[src/rtl/fb_write_arbiter.sv]
// Framebuffer write-port arbiter: round-robin between two pixel producers,
// plus a full-frame clear sweep that locks both producers out.
module fb_write_arbiter #(
    parameter int unsigned ADDR_WIDTH  = 15,
    parameter int unsigned FB_DEPTH    = 19200,
    parameter logic        CLEAR_PIXEL = 1'b0
) (
    input  logic                  clk_25,
    input  logic                  reset,
    input  logic                  clear_start,
    output logic                  clear_busy,
    input  logic                  req0,
    input  logic [ADDR_WIDTH-1:0] addr0,
    input  logic                  pix0,
    input  logic                  req1,
    input  logic [ADDR_WIDTH-1:0] addr1,
    input  logic                  pix1,
    output logic                  gnt0,
    output logic                  gnt1,
    output logic                  we,
    output logic [ADDR_WIDTH-1:0] write_addr,
    output logic                  pixel,
    output logic                  oob_err
);

    localparam logic [ADDR_WIDTH-1:0] LAST_ADDR  = ADDR_WIDTH'(FB_DEPTH - 1);
    localparam logic [ADDR_WIDTH:0]   DEPTH_WIDE = (ADDR_WIDTH + 1)'(FB_DEPTH);

    typedef enum logic {
        ST_ARB   = 1'b0,
        ST_CLEAR = 1'b1
    } state_t;

    state_t                  r_state;
    state_t                  w_state_nxt;
    logic                    r_ptr;
    logic [ADDR_WIDTH-1:0]   r_cnt;
    logic                    r_we;
    logic [ADDR_WIDTH-1:0]   r_addr;
    logic                    r_pix;
    logic                    r_oob;

    logic                    w_gnt0;
    logic                    w_gnt1;
    logic                    w_clear_load;
    logic [ADDR_WIDTH-1:0]   w_gnt_addr;
    logic                    w_gnt_pix;
    logic                    w_in_range;

    // Next state and combinational grants; clear_start beats any request.
    always_comb begin
        w_state_nxt  = r_state;
        w_gnt0       = 1'b0;
        w_gnt1       = 1'b0;
        w_clear_load = 1'b0;
        if (!reset) begin
            case (r_state)
                ST_ARB: begin
                    if (clear_start) begin
                        w_state_nxt  = ST_CLEAR;
                        w_clear_load = 1'b1;
                    end else if (req0 && (!req1 || !r_ptr)) begin
                        w_gnt0 = 1'b1;
                    end else if (req1) begin
                        w_gnt1 = 1'b1;
                    end
                end
                ST_CLEAR: begin
                    if (r_cnt == LAST_ADDR) begin
                        w_state_nxt = ST_ARB;
                    end
                end
                default: w_state_nxt = ST_ARB;
            endcase
        end
    end

    assign w_gnt_addr = w_gnt0 ? addr0 : addr1;
    assign w_gnt_pix  = w_gnt0 ? pix0  : pix1;
    // Widened compare so FB_DEPTH == 2**ADDR_WIDTH still works.
    assign w_in_range = ({1'b0, w_gnt_addr} < DEPTH_WIDE);

    // State, pointer, clear counter and registered write port.
    always_ff @(posedge clk_25) begin
        if (reset) begin
            r_state <= ST_ARB;
            r_ptr   <= 1'b0;
            r_cnt   <= '0;
            r_we    <= 1'b0;
            r_addr  <= '0;
            r_pix   <= 1'b0;
            r_oob   <= 1'b0;
        end else begin
            r_state <= w_state_nxt;
            r_we    <= 1'b0;
            r_oob   <= 1'b0;
            if (r_state == ST_CLEAR) begin
                r_we   <= 1'b1;
                r_addr <= r_cnt;
                r_pix  <= CLEAR_PIXEL;
                if (r_cnt != LAST_ADDR) begin
                    r_cnt <= r_cnt + ADDR_WIDTH'(1);
                end
            end else if (w_clear_load) begin
                r_cnt <= '0;
            end else if (w_gnt0 || w_gnt1) begin
                r_ptr <= w_gnt0;
                if (w_in_range) begin
                    r_we   <= 1'b1;
                    r_addr <= w_gnt_addr;
                    r_pix  <= w_gnt_pix;
                end else begin
                    r_oob <= 1'b1;
                end
            end
        end
    end

    assign gnt0       = w_gnt0;
    assign gnt1       = w_gnt1;
    assign clear_busy = (r_state == ST_CLEAR);
    assign we         = r_we;
    assign write_addr = r_addr;
    assign pixel      = r_pix;
    assign oob_err    = r_oob;

endmodule

[config.mk]
export PLATFORM = sky130hd
export DESIGN_NAME = fb_write_arbiter
export DESIGN_NICKNAME = d
export VERILOG_FILES = /design/src/rtl/fb_write_arbiter.sv
export SDC_FILE = /design/constraint.sdc
export NUM_CORES = 1
export LEC_CHECK = 0
export CAP_MARGIN = 20
export CORE_UTILIZATION = 48
export CTS_BUF_LIST = sky130_fd_sc_hd__clkbuf_4
export DETAILED_ROUTE_END_ITERATION = 8
export PLACE_DENSITY = 0.83
export SLEW_MARGIN = 0
export SYNTH_ARGS = -nofsm -noshare
export SYNTH_HDL_FRONTEND = slang
export SYNTH_SLANG_ARGS = --single-unit
export TNS_END_PERCENT = 5
[constraint.sdc]
create_clock -name clk_25 -period 2.38 [get_ports clk_25]
set_input_delay 0.476 -clock clk_25 [delete_from_list [all_inputs] [get_ports clk_25]]
set_output_delay 0.476 -clock clk_25 [all_outputs]
set_load 0.01 [all_outputs]
**Word-level counts from Yosys, hierarchy flattened**

Index checks and enable logic that the tools add are counted.

- Bits in registers: 35
- Bits in latches: 0
- Memory bits (writable): 0
- Memory bits (read-only): 0
- Bits of input ports: 37
- Output and inout bits: 21
- Word-level logic and storage cells: 58
- Memories: 0

- Add/subtract/negate cells: 1
- $mul: 0
- Div/mod/pow operators: 0
- Order comparisons: 1
- Eq/ne operators: 4
- Shift operators: 0
- Mux-type cells: 28
- Bitwise logic cells: 3
- Reduce and logical (&&, ||, !) cells: 14

Operators by type and width:

| cell | number |
|---|---|
| $mux W15 | 8 |
| $mux W1 | 19 |
| $add A15 B1 Y15 const B | 1 |
| $eq A15 B15 Y1 const B | 1 |
| $lt A15 B15 Y1 const B | 1 |
| $ne A15 B15 Y1 const B | 1 |
| $reduce_and A3 Y1 | 3 |
| $reduce_bool A2 Y1 | 3 |
| $reduce_or A4 Y1 | 1 |
| $not A1 Y1 | 3 |
| $logic_not A1 Y1 | 2 |
| $logic_or A1 B1 Y1 | 2 |
| $ne A2 B1 Y1 const B | 1 |
| $ne A2 B2 Y1 const B | 1 |
| $pmux W1 S2 | 1 |
| $reduce_and A2 Y1 | 1 |
| $reduce_or A2 Y1 | 1 |
| $logic_and A1 B1 Y1 | 1 |

**Longest topological paths before layout**

Gate-level depths: netlist (run 1).

- Word-level depth: 13
- Mapped depth: 8
- Mapped depth without buffers: 7

**Least setup slack after synthesis (run 1)**

OpenSTA, ideal clock, no wires.

- Path kind: input -> register
- From: input port reset
- To: register r_addr[0] (netlist: write_addr[0])
- Library setup time: 0.103 ns
- Data arrival time: 1.548 ns
- Required time: 2.277 ns
- Slack: 0.729 ns
- Stages: 8
- Buffers on the path: 1
- Cell sequence: or2_4 -> nor2_4 -> nand2_4 -> inv_4 -> a22o_4 -> buf_6 -> nor3_2 -> a2111oi_2

- Longest elaborated chain between the ends: 6
- Elaborated cells on any way between the ends: 14
- Classes of those cells: order compare (1); eq/ne (1); mux (8); reduce/logical (4)

RTL lines:

| item | RTL line | RTL |
|---|---|---|
| from (decl) | 9 | `input logic reset,` |
| $mux W1 * | 56 | `if (!reset) begin` |
| via gnt0 | 18 | `output logic gnt0,` |
| branches (longest 5 deep; another with $lt A15 B15 Y1) | - |  |
| to (signal assigned) | 99 | `r_addr <= r_cnt;` |
| to (signal assigned) | 110 | `r_addr <= w_gnt_addr;` |
| to (decl) | 39 | `logic [ADDR_WIDTH-1:0] r_addr;` |

Mark *: on every way through the listed nets, which the timed path passes. The select of a mux whose other input is x is not followed.
A chain may end at the register's enable or synchronous reset.

**Worst setup path in the final report (run 1)**

- From: input port clear_start
- To: output port gnt0

- Longest elaborated chain between the ends: 3

RTL lines:

| item | RTL line | RTL |
|---|---|---|
| from (decl) | 10 | `input logic clear_start,` |
| $mux W1 | 59 | `if (clear_start) begin` |
| $mux W1 | 57 | `case (r_state)` |
| $mux W1 | 56 |  |
| to (decl) | 18 |  |

No other way between the ends.

==> impl_metrics.env, run 1 <==
export IMPL_synth_edf_count=0
export IMPL_synth_compound_area_share_pct=21.62
export IMPL_grt_max_degree=21
export IMPL_routed_wl_um=5024
export IMPL_dr_first_iter_drc_count=155
export IMPL_dpl_hpwl_um=3863
export IMPL_cts_tree="done"
export IMPL_max_slew_margin_pct=51.98
export IMPL_tightest_slew_ns=0.7176
export IMPL_grt_antenna_before_repair=0
export IMPL_endpoint_kind="output pin"
export IMPL_crit_required_ns=1.90
export IMPL_synth_cell_types=45
export IMPL_clkSinkCount=35
export IMPL_vias=1872
export IMPL_critPathLaunchType="primary input"
export IMPL_status="finished, final reports clean"
export IMPL_syn_num_nets=249
export IMPL_drive_above_1_share_pct=13.88
export IMPL_yosysWarnings=0
export IMPL_root_buffer="clkbuf_4"
export IMPL_setup_viol=0
export IMPL_layout_cells_non_filler=327
export IMPL_rows=21
export IMPL_syn_cell_area_mm2=0.001805
export IMPL_crit_fanout=3
export IMPL_synth_top_family_by_area="simple AND/OR/NAND/NOR gates"
export IMPL_vias_per_cell=5.725
export IMPL_final_nets=318
export IMPL_yosys_register_bits=35
export IMPL_die_x_um=63.33
export IMPL_p_per_area_mw_per_mm2=478.8
export IMPL_overflow=0
export IMPL_utilization_pct=73.85
export IMPL_async_flop_share_pct=0
export IMPL_die_y_um=63.33
export IMPL_worstSkewPairLatency_ns=0.34
export IMPL_synth_xor_area_share_pct=3.396
export IMPL_finalMaxSlewViolations=0
export IMPL_placedCellCount=319
export IMPL_synth_simple_area_share_pct=26.96
export IMPL_start_util_pct=52.06
export IMPL_criticalPathCategory="in -> out"
export IMPL_grt_pass1_wl_um=8411
export IMPL_ios=58
export IMPL_clk_pin_slew_ns=0.10
export IMPL_fin_crit_sh_pct=97.83
export IMPL_ys_seq_area_share_pct=38.81
export IMPL_antenna_cells=0
export IMPL_drv_cap=0
export IMPL_synth_cells=211
export IMPL_io_buffers=57
export IMPL_core_mm2=0.003468
export IMPL_track_usage_pct=27.13
export IMPL_h_tree_depth=2
export IMPL_area_growth_pct=41.86
export IMPL_layout_min_cycle_time_ns=2.328
export IMPL_synth_area_mux_share_pct=5.059
export IMPL_place_congestion=0.8374
export IMPL_max_freq_mhz=429.5
export IMPL_firstDrtPassIters=4
export IMPL_hp_class="reg -> reg"
export IMPL_die_area_mm2=0.004011
export IMPL_holdWs_ns=0.5019
export IMPL_ant_nets=0
export IMPL_skew_ns=0.009339
export IMPL_numCtsBuffers=5
export IMPL_synthFlopType="dfxtp_1"
export IMPL_rsz0062_at_grt="false"
export IMPL_final_hold_violation_count=0
export IMPL_grt_pass1_vias=1742
export IMPL_cp_arrival_ns=1.85
export IMPL_drc_errors=0
export IMPL_setup_tns_ns=0
export IMPL_cts_path_max_buffers=2
export IMPL_peakVddDrop_v=0.0003055
export IMPL_cts_hold_buf=0
export IMPL_yosys_area_share_adder_pct=0.6930
export IMPL_wl_per_cell_um=15.36
export IMPL_avgSynthCellArea_um2=8.557
export IMPL_leakage_nw=0.9564
[where the power goes]
group / internal (mW) / switching [mW] / total, mW
clock: 0.121 / 0.189 / 0.310
sequential: 0.609 / 0.0189 / 0.628
combinational: 0.155 / 0.134 / 0.289
[cells in the mapped netlist, drive strengths merged (5+ instances only)]
master | count | area share [%]
dfxtp | 35 | 39
nand2 | 30 | 6.7
nor2 | 29 | 6.4
o21ai | 16 | 4.6
o221ai | 9 | 4.4
mux2i | 8 | 4.4
nand2b | 8 | 2.8
nor3 | 7 | 2.8
xnor2 | 7 | 3.4
clkbuf | 6 | 1.2
a21oi | 5 | 1.4
nand4 | 5 | 2.6
[final timing paths]
path | end | startpoint | depth (start not counted) | slack [ns]
max | gnt0 | clear_start | 6 | 0.05
min | r_cnt[5] | r_cnt[5] | 2 | 0.50
max reg2reg | r_cnt[0] | r_cnt[0] | 6 | 0.43
min reg2reg | r_cnt[5] | r_cnt[5] | 2 | 0.50
[registers in the layout, indices dropped and copies added (netlist names)]
name / cells
r_ptr: 1
oob_err: 1
clear_busy: 1
pixel: 1
we: 1
r_cnt: 15
write_addr: 15
[critical path, cell delays in order]
cell             delay [ns]
clkdlybuf4s50_1        0.47
nand2b_4               0.18
nor2_4                 0.10
nand2_4                0.06
inv_4                  0.05
clkdlybuf4s50_1        0.52
[per-layer routing]
metal / routed length [µm] / global-route usage, % / vias up
li1: - / - / 913
met1: 2341 / 37.28 / 882
met2: 2219 / 38.83 / 67
met3: 362 / 7.790 / 10
met4: 101 / 12.22 / 0
met5: 0 / 0 / -
[per-stage QoR]
| step | power [mW] | setup WS, ns | instance area (µm²) |
|---|---|---|---|
| 2_1_floorplan | 0.7692 | 0.7290 | 1805 |
| 3_3_place_gp | 0.9164 | -0.02681 | 2497 |
| 3_5_place_dp | 0.9260 | -0.05171 | 2497 |
| 4_1_cts | 1.231 | 0.02507 | 2554 |
| 5_1_grt | 1.295 | 0.02457 | 2561 |
| 6_report | 1.226 | 0.05173 | 2561 |
[area by class of cell]
class                   instances  area, µm²
clock buffers                   6      45.04
clock inverters                 2      7.507
fillers                       290      907.1
inverters                       3      13.76
multi-input cells             163       1056
flip-flops and latches         35      700.7
well taps                      46      57.56
repair buffers                 72      680.7
[what timing repair did]
item | CTS | global route
pin swaps | 0 | 0
endpoints found under the hold margin | 0 | 0
setup buffers | 0 | 0
endpoints found under the setup margin | 2 | 1
gates resized for setup | 3 | 1
[kinds of logic (layout without fill, tap and decap cells)]
group           after synthesis  after routing
simple gates                 94             94
compound gates               52             52
flops                        35             35
buf+inv                      13             83
mux                           9              9
xor+xnor                      7              7
fa+ha+maj                     1              1
[placed cells by master, fill, tap and decap left out, types with 3 or more instances in the layout]
cell type,synthesis,final
o211ai_1,4,4
nand2_1,29,29
nor3_1,4,4
nor2_1,28,28
and3_1,4,4
o22ai_1,3,3
clkdlybuf4s50_1,0,55
clkbuf_4,0,6
dfxtp_1,35,35
o21ai_0,13,13
xnor2_1,7,7
a21oi_1,5,5
nand3_1,3,3
nand2b_1,8,7
nand4_1,4,4
nor3_2,3,3
o221ai_1,9,9
mux2i_1,8,8
buf_4,0,15
a2111oi_2,3,3
(Power assumes the default switching activity.)
==> run 2, diff against run 1 <==
CORE_UTILIZATION = 35   (was 48)
PLACE_DENSITY = unset   (was 0.83)
==> run 2 against run 1 <==
  * Fmax up 2.5%
  * Clock power down 3%
  * Sequential cell count unchanged
  * Register-to-register slack worse by 0.05 ns
  * Via count down 5.8%
  * Highest routed layer unchanged
  * Hold slack better by 0.0014 ns
  * Core utilization down 21 points
  * Sequential power about the same
  * Sequential share of layout area down 0.080 points
  * Largest cell class unchanged
==> impl_metrics.env, run 2 (synthesis results as in run 1) <==
export IMPL_status="finished, final reports clean"
export IMPL_max_slew_margin_pct=50.42
export IMPL_pwr_share_clk_pct=24.8
export IMPL_setup_viol=0
export IMPL_cts_tree="done"
export IMPL_cp_top_family="buffers and inverters"
export IMPL_die_area_mm2=0.005449
export IMPL_final_hold_violation_count=0
export IMPL_ios=58
export IMPL_grt_pass1_wl_um=8107
export IMPL_h_tree_depth=2
export IMPL_p_seq_share_pct=51.6
export IMPL_worstSkewPairLatency_ns=0.34
export IMPL_grt_max_degree=17
export IMPL_cts_path_max_buffers=2
export IMPL_wl_per_cell_um=14.95
export IMPL_nFillCells=490
export IMPL_critical_path_most_common_cell="clkdlybuf4s50_1"
export IMPL_grt_pass1_vias=1646
export IMPL_slowest_delay_ns=0.52
export IMPL_peakVddDrop_v=0.0003001
export IMPL_criticalPathCategory="in -> out"
export IMPL_setup_tns_ns=0
export IMPL_core_mm2=0.004848
export IMPL_max_freq_mhz=440.1
export IMPL_die_x_um=73.82
export IMPL_crit_path_cell_trace="clkdlybuf4s50_1, nand2b_1, nor2_4, nand2_4, inv_4, clkdlybuf4s50_1"
export IMPL_grt_antenna_before_repair=0
export IMPL_crit_fanout=2
export IMPL_switching_share_pct=28.58
export IMPL_critPathLaunchType="primary input"
export IMPL_leakage_nw=0.9600
export IMPL_p_per_area_mw_per_mm2=472.7
export IMPL_overflow=0
export IMPL_firstDrtPassIters=4
export IMPL_finalMaxSlewViolations=0
export IMPL_track_usage_pct=19.81
export IMPL_slowest_stage="clkdlybuf4s50_1"
export IMPL_dr_first_iter_drc_count=78
export IMPL_postCtsSetupBuffers=0
export IMPL_dpl_hpwl_um=3951
export IMPL_antenna_cells=0
export IMPL_cp_arrival_ns=1.80
export IMPL_endpoint_kind="output pin"
export IMPL_holdWs_ns=0.5033
export IMPL_crit_required_ns=1.90
export IMPL_die_y_um=73.82
export IMPL_numCtsBuffers=5
export IMPL_layout_common_cells="clkdlybuf4s50_1, dfxtp_1, nand2_1"
export IMPL_rsz0062_at_grt="false"
export IMPL_fin_crit_sh_pct=95.48
export IMPL_place_congestion=0.7737
export IMPL_internal_power_uw=867.2
export IMPL_skew_ns=0.009282
export IMPL_layout_min_cycle_time_ns=2.272
export IMPL_p_comb_share_pct=23.6
export IMPL_start_util_pct=37.24
export IMPL_rows=25
export IMPL_p_sw_uw=347.0
export IMPL_tightest_slew_ns=0.7410
export IMPL_drc_errors=0
export IMPL_vias=1763
export IMPL_seqCellArea_um2=700.7
export IMPL_final_nets=317
export IMPL_ant_nets=0
export IMPL_vias_per_cell=5.095
export IMPL_path_buf_inv=3
export IMPL_power_mw=1.214
export IMPL_drv_cap=0
export IMPL_clkSinkCount=35
export IMPL_root_buffer="clkbuf_4"
export IMPL_area_growth_pct=42.27
export IMPL_clk_pin_slew_ns=0.10
export IMPL_multi_input_area_mm2=0.001049
export IMPL_drive_above_1_share_pct=13.26
export IMPL_final_common_cell="clkdlybuf4s50_1"
export IMPL_hp_class="reg -> reg"
export IMPL_routed_wl_um=5173
export IMPL_io_buffers=57
## run 2: final timing paths
check,from,end,slack (ns),cells past startpoint
min,pixel,pixel,0.50,2
min reg2reg,pixel,pixel,0.50,2
max reg2reg,r_cnt[1],r_cnt[0],0.38,6
max,req0,gnt0,0.11,6
## run 2: stage by stage
step	setup WS (ns)	util, %	area (µm²)	instances
after floorplan	0.7290	-	1805	211
after global placement	-0.08600	51.90	2516	339
after detailed placement	-0.1064	51.90	2516	339
after CTS	0.03036	52.93	2566	346
after global routing	0.01770	52.98	2569	346
final	0.1076	52.98	2569	346
## run 2: power by group through the flow
stage / Sequential, mW / Clock [mW] / Combinational, mW
2_1_floorplan: 0.646 / 0 / 0.123
3_5_place_dp: 0.640 / 0 / 0.287
5_1_grt: 0.630 / 0.339 / 0.310
3_3_place_gp: 0.639 / 0 / 0.285
6_report: 0.627 / 0.302 / 0.286
4_1_cts: 0.627 / 0.313 / 0.288
## run 2: worst reg2reg max path: stages (launching register included)
cell and delay, ns:
dfxtp_1 0.47, ha_1 0.27, and3_1 0.22, nand4_1 0.18
o21ai_2 0.32, mux2_2 0.38, nor2_1 0.09
## run 2: cell type report
type,count,area share [%]
multi-input combinational,163,40.82
sequential,35,27.28
timing repair buffer,71,26.30
tap,67,3.264
clock buffer,5,1.461
inverter,3,0.5358
clock inverter,2,0.3410
## run 2: timing repair
action / in CTS / in global routing
gates resized for setup: 3 / 1
endpoints found under the setup margin: 2 / 1
hold buffers: 0 / 0
## run 2: per-layer routing
metal  share of wire, %  global-route usage (%)  wire (µm)
met3                4.8                   4.801        249
met2                 45                   31.29       2345
met4               0.81                   7.479         42
met1                 49                   26.00       2535
met5                  0                       0          0
